[src/rtl/bit_count_engine.sv]
// Sequential bit counter: popcount, zero count, trailing-zero and leading-zero count
// by shifting the operand one position per clock through a three-state FSM.
module bit_count_engine #(
    parameter int N = 16
) (
    input  logic                     clk,
    input  logic                     areset_n,
    input  logic                     start,
    input  logic [1:0]               mode,
    input  logic [N-1:0]             data_in,
    output logic                     busy,
    output logic                     done,
    output logic [$clog2(N+1)-1:0]   result
);

    localparam int CW = $clog2(N+1);
    localparam logic [CW-1:0] N_CW = CW'(N);
    localparam logic [CW-1:0] ONE  = CW'(1);

    typedef enum logic [1:0] {
        IDLE = 2'b00,
        SCAN = 2'b01,
        DONE = 2'b10
    } state_t;

    state_t          state;
    state_t          state_nx;
    logic [N-1:0]    sreg;
    logic [CW-1:0]   count;
    logic [CW-1:0]   idx;
    logic [1:0]      mode_q;
    logic            scan_end;

    // Popcount modes stop once no set bits remain; zero-run modes stop on the first set bit or after N.
    always_comb begin
        scan_end = 1'b0;
        case (mode_q)
            2'b00, 2'b01: scan_end = (sreg == '0);
            2'b10:        scan_end = sreg[0]   || (idx == N_CW);
            default:      scan_end = sreg[N-1] || (idx == N_CW);
        endcase
    end

    always_comb begin
        state_nx = state;
        case (state)
            IDLE:    if (start)    state_nx = SCAN;
            SCAN:    if (scan_end) state_nx = DONE;
            DONE:    if (!start)   state_nx = IDLE;
            default:               state_nx = IDLE;
        endcase
    end

    always_ff @(posedge clk) begin
        if (!areset_n) state <= IDLE;
        else           state <= state_nx;
    end

    always_ff @(posedge clk) begin
        if (!areset_n) begin
            sreg   <= '0;
            count  <= '0;
            idx    <= '0;
            mode_q <= 2'b00;
        end else begin
            case (state)
                IDLE: begin
                    if (start) begin
                        sreg   <= (mode == 2'b01) ? ~data_in : data_in;
                        count  <= '0;
                        idx    <= '0;
                        mode_q <= mode;
                    end
                end
                SCAN: begin
                    if (!scan_end) begin
                        if (!mode_q[1]) begin
                            count <= count + CW'(sreg[0]);
                            sreg  <= sreg >> 1;
                        end else begin
                            count <= count + ONE;
                            idx   <= idx + ONE;
                            sreg  <= mode_q[0] ? (sreg << 1) : (sreg >> 1);
                        end
                    end
                end
                default: ;
            endcase
        end
    end

    assign busy   = (state == SCAN);
    assign done   = (state == DONE);
    assign result = count;

endmodule
[config.mk]
export PLATFORM = sky130hd
export DESIGN_NAME = bit_count_engine
export DESIGN_NICKNAME = d
export VERILOG_FILES = /design/src/rtl/bit_count_engine.sv
export SDC_FILE = /design/constraint.sdc
export NUM_CORES = 1
export LEC_CHECK = 0
export CAP_MARGIN = 20
export CELL_PAD_IN_SITES_DETAIL_PLACEMENT = 1
export CELL_PAD_IN_SITES_GLOBAL_PLACEMENT = 2
export CORE_MARGIN = 4
export CORE_UTILIZATION = 32
export CTS_BUF_LIST = sky130_fd_sc_hd__clkbuf_8 sky130_fd_sc_hd__clkbuf_16
export DETAILED_ROUTE_END_ITERATION = 7
export DONT_BUFFER_PORTS = 1
export PLACE_DENSITY = 0.74
export SETUP_SLACK_MARGIN = 0.05
export SLEW_MARGIN = 0
export SYNTH_ARGS = -nofsm -noshare
export SYNTH_HDL_FRONTEND = slang
export SYNTH_SLANG_ARGS = --single-unit
[constraint.sdc]
create_clock -name clk -period 2.3 [get_ports clk]
set_input_delay 0.46 -clock clk [delete_from_list [all_inputs] [get_ports clk]]
set_output_delay 0.46 -clock clk [all_outputs]
set_load 0.1 [all_outputs]
==> results of run 1 <==
==> cell type report <==
cell class | count | area, um2 | share of cell area, %
clock buffer | 6 | 82.58 | 4.029
multi-input combinational | 173 | 1146 | 55.92
timing repair buffer | 12 | 102.6 | 5.006
sequential | 30 | 600.6 | 29.30
clock inverter | 2 | 8.758 | 0.4273
tap | 72 | 90.09 | 4.396
inverter | 5 | 18.77 | 0.9157
==> synthesized netlist by cell type (2+ instances only) <==
| cell | instances | area (um2) |
|---|---|---|
| dfxtp_1 | 30 | 600.6 |
| nand2_1 | 13 | 48.80 |
| o21ai_0 | 2 | 10.01 |
| buf_6 | 3 | 33.78 |
| or3b_1 | 2 | 17.52 |
| a21o_1 | 2 | 15.01 |
| inv_1 | 4 | 15.01 |
| buf_2 | 8 | 40.04 |
| clkbuf_1 | 5 | 18.77 |
| nor2_1 | 25 | 93.84 |
| xor2_1 | 14 | 122.6 |
| buf_4 | 2 | 15.01 |
| or3_1 | 2 | 12.51 |
| a221o_1 | 16 | 160.2 |
| a31oi_1 | 3 | 18.77 |
| mux2i_1 | 16 | 160.2 |
| nor2b_1 | 2 | 12.51 |
| nand3_1 | 27 | 135.1 |
| a21oi_1 | 26 | 130.1 |
| o22ai_1 | 3 | 18.77 |
| nor4_1 | 3 | 18.77 |
| xnor2_1 | 2 | 17.52 |
| ha_1 | 4 | 50.05 |
==> cells by family after synthesis <==
family | after synthesis | synth area share [%]
XOR/XNOR | 16 | 7.487
AO/OA/AOI/OAI | 54 | 20.52
flip-flops | 30 | 32.09
adder cells (fa/ha/maj) | 4 | 2.674
AND/OR/NAND/NOR | 83 | 21.73
buffers and inverters | 24 | 6.951
multiplexers | 16 | 8.556
==> worst max-delay path, delay by kind of cell (launching register included) <==
| kind | cells | cell delay, ns |
|---|---|---|
| and+or+nand+nor | 1 | 0.27 |
| buffers and inverters | 2 | 0.55 |
| DFF | 1 | 0.34 |
==> sequential cells by signal, indices dropped and copies added, names as in the netlist <==
signal and count:
idx 5, mode_q 2, state 2, sreg 16
result 5
==> stage by stage <==
stage               worst slack, ns  hold slack (ns)  area, um2
CTS                          0.3799           0.3181       2049
detailed placement           0.4984           0.4996       1958
finish                       0.3980           0.3269       2049
floorplan                    0.1331           0.4680       1872
global route                 0.3259           0.3374       2049
global placement             0.5419           0.4894       1958
==> layer usage <==
layer  global-route usage [%]  up-vias  wire, um
li1                         -      819         -
met1                    18.14      791      2366
met2                    20.57       24      2129
met3                    3.729        5       150
met4                    3.885        0        57
met5                        0        -         0
==> worst max-delay path by stage <==
| stage | end | slack, ns | depth (start not counted) |
|---|---|---|---|
| final | busy | 0.40 | 3 |
| after global routing | busy | 0.33 | 3 |
| after CTS | busy | 0.38 | 3 |
| after detailed placement | sreg[0] | 0.50 | 8 |
| after global placement | result[3] | 0.54 | 8 |
| after floorplan | done | 0.13 | 1 |
==> power groups by stage <==
| stage | Combinational (uW) | Sequential, uW | Clock [uW] |
|---|---|---|---|
| 6_report | 407 | 625 | 441 |
| 5_1_grt | 455 | 635 | 481 |
| 4_1_cts | 414 | 625 | 455 |
| 3_5_place_dp | 412 | 637 | 0 |
| 3_3_place_gp | 406 | 636 | 0 |
| 2_1_floorplan | 343 | 624 | 0 |
==> metrics.txt, run 1 <==
number of synthesized register bits=30; number of antenna violations at the first check in global routing=0; Setup Skew=0.007409 ns; initial core utilization=33.58%; worst hold path type=in -> reg; commonest non-fill, non-tap cell in the layout=dfxtp_1; share of flip-flops with an asynchronous set or reset=0%; internal power=966.4 uW; FF-to-FF End=result[3]; Total GRT Usage=13.34%; Hold Path Sink=mode_q[1]; slew margin rel.=69.57%; nets=252; clock share of power=29.9%; fin util=36.77%; Power Total=1473 uW; post-CTS setup repair buffer count=0; DRT antenna net count=0; yosys synthesis warning count=0; Gate Count Post-Synth=227; Worst Path Required=1.84 ns; Synth Flop Type=dfxtp_1; CP endpoint kind=primary output; FP Rows=27; Area growth syn-to-layout=9.492%; Slowest-stage cell, CP=buf_4; crit path DAT=1.44 ns; min cycle time layout=1.902 ns; Max stage delay on crit path=0.42 ns; # hold bufs at CTS=0; Hold Startpoint=mode[1]; cell leakage power=0.0008516 uW; total core area=5574 um2; combinational power share=27.6%; post-cts sizing count=0; sequential power share=42.5%; Max Cap Viol=0; Hold Vio Cnt, Final=0; number of synthesized flops with an enable pin=0; most frequent cells in the layout=30 x dfxtp_1, 27 x nand3_1, 26 x a21oi_1; Net Switching=506.8 uW; FF-to-FF path depth=8; IO buf count=0; RR Startpoint=idx[0]; worst vdd ir=0.2411 mV; Die H=84.48 um; root buf cell=clkbuf_8; post-DR vias/cell=5.463; setup slack, reg-to-reg=0.50 ns; wire per inst=15.68 um; Mapped Area=1872 um2; Num Clock Sinks=30; post-detail-place hpwl=3.247 mm; htree depth=2; first-pass GRT wire length=7.755 mm; Critical Path Start Type=flip-flop; vias=1639; syn_nets=252; Pwr Density=718.8 nW/um2; number of diodes=0; # IOs=28; Worst setup startpoint=state[1]; worst-margin pin slew=0.4549 ns; Yosys cell types=36; crit share post-route=82.69%; Initial DRC Count=59; final std cells w/o fill=300; TNS Setup=0 ns; synthesized area per cell=8.246 um2; vias in the first global route=1575; Die X=84.48 um; gpl congestion=0.7197; fmax=525.8 MHz; WHS Path Cells=2; outcome=completed; Final Max Tran Viols=0; Seq/Total Area, Yosys=32.09%; setup violators final=0; clk buf depth=2; clock-pin slew on the worst setup and hold paths=0.07 ns; drt pass-1 iters=4; total routed wirelength=4.703 mm; Fillers=681; largest net degree at the start of global routing=43; total CTS buffers=5; ratio of cells with drive above 1 in the final layout=11.40%; worst skew pair latency=0.28 ns; die area=7137 um2; Max FO, Critical Path=17; RSZ-0062 raised after global routing=no; total gr overflow=0; CTS tree=yes; Placed Instances=292; worst-path cell chain=nand2b_2 > inv_2 > buf_4; sw frac=34.40%; Crit Path Class=reg -> out; DRC viols=0
(Power assumes the default switching activity.)
==> run 2: changes to the inputs <==
==> constraint.sdc (replaced) <==
create_clock -name clk -period 1.9 [get_ports clk]
set_input_delay 0.38 -clock clk [delete_from_list [all_inputs] [get_ports clk]]
set_output_delay 0.38 -clock clk [all_outputs]
set_load 0.1 [all_outputs]
==> run 2 against run 1 <==
  * Sequential cell count did not move
  * Total power is 24% higher
  * Combinational power up 32%
  * Design area increased by 4.5%
  * Global-route usage grew 0.77 points
  * Hold slack lost 0.071 ns
  * Utilization grew 1.7 points
  * Highest routed layer unchanged
==> metrics.txt, run 2 (synthesis gave the netlist of run 1 again) <==
fmax=553.8 MHz; setup violators final=0; post-route cell area=2142 um2; post-detail-place hpwl=3.321 mm; total core area=5574 um2; Die H=84.48 um; Hold Vio Cnt, Final=0; Max stage delay on crit path=0.34 ns; most frequent cells in the layout=27 x nand3_1, 27 x dfxtp_1, 26 x a21oi_1; nets=258; Num Clock Sinks=30; CTS tree=yes; DRT antenna net count=0; number of antenna violations at the first check in global routing=0; worst hold path type=in -> reg; first-pass GRT wire length=8.252 mm; largest net degree at the start of global routing=43; RSZ-0062 raised after global routing=yes; crit share post-route=95.03%; Pwr Density=856.1 nW/um2; root buf cell=clkbuf_8; worst skew pair latency=0.28 ns; vias in the first global route=1665; Crit Path Class=reg -> out; Initial DRC Count=65; initial core utilization=33.58%; total routed wirelength=4.835 mm; Total GRT Usage=14.11%; clock-pin slew on the worst setup and hold paths=0.07 ns; crit path buf inv count=3; post-DR vias/cell=5.412; clock share of power=29.6%; Area growth syn-to-layout=14.44%; worst vdd ir=0.2936 mV; max FFs per register=16; total gr overflow=0; FP Rows=27; CP delay by family, top=buffers and inverters; Setup Skew=0.008545 ns; Die X=84.48 um; min cycle time layout=1.806 ns; CP endpoint kind=primary output; worst-margin pin slew=0.4439 ns; htree depth=2; outcome=completed; total CTS buffers=5; worst-path cell chain=nand2b_2 > inv_2 > buf_4 > buf_12; Slowest-stage cell, CP=dfxtp_1; Placed Instances=298; drt pass-1 iters=4; slew margin rel.=70.30%; gpl congestion=0.7209; Power Total=1834 uW; Net Switching=629.7 uW; Max FO, Critical Path=9; post-CTS setup repair buffer count=0; die area=7137 um2; TNS Setup=0 ns; Largest Register=sreg; sequential power share=41.2%; cell leakage power=0.0008965 uW; sw frac=34.34%; IO buf count=0; wire per inst=15.80 um; Max Cap Viol=0; Critical Path Start Type=flip-flop; # IOs=28; ratio of cells with drive above 1 in the final layout=15.38%; Final Max Tran Viols=0; final std cells w/o fill=306; DRC viols=0; internal power=1204 uW; Worst Path Required=1.52 ns; crit path DAT=1.43 ns; clk buf depth=2; vias=1656; Post-Place Cell Area=2031 um2; number of diodes=0; combinational power share=29.3%
[run 2: changes by cell type in the layout (fill, tap and decap cells not counted)]
cell,previous run,this run
dfxtp_2,0,3
buf_4,11,14
nor4_1,3,2
buf_12,1,4
dfxtp_1,30,27
nor4_2,0,1
[run 2: metrics by stage]
stage                     worst slack (ns)  utilization, %  hold WS, ns
after floorplan                     0.1509               -       0.4680
after global placement              0.2109           36.43       0.4905
after detailed placement            0.1708           36.43       0.5009
after CTS                          0.05971           38.20       0.2486
after global routing               0.02068           38.43       0.2483
final                              0.09439           38.43       0.2563
[run 2: cell type report]
type                    count  area [um2]
well taps                  72       90.09
repair buffers             18       185.2
fillers                   674        3432
clock buffers               6       82.58
flip-flops and latches     30       604.3
multi-input cells         173        1152
inverters                   5       18.77
clock inverters             2       8.758
[run 2: repair_timing]
item / CTS / global route
gates resized for setup: 2 / 3
setup endpoints to repair: 1 / 15
hold buffers: 0 / 0
[run 2: final timing paths]
kind	startpoint	endpoint	slack, ns	cells after the start
max	state[1]	busy	0.09	4
min	mode[1]	mode_q[1]	0.26	2
max reg2reg	idx[0]	sreg[15]	0.17	8
min reg2reg	sreg[13]	sreg[13]	0.51	2
[run 2: routing by layer]
| layer | routed length (um) | track usage, % |
|---|---|---|
| met5 | 0 | 0 |
| met4 | 53 | 3.453 |
| met3 | 187 | 3.337 |
| met2 | 2190 | 21.78 |
| met1 | 2404 | 19.81 |
[run 2: power groups by stage]
stage                     combinational (uW)  sequential [uW]  clock [uW]
after floorplan                          415              756           0
after global placement                   526              766           0
after detailed placement                 532              767           0
after CTS                                539              752         558
after global routing                     595              766         592
final                                    537              755         543
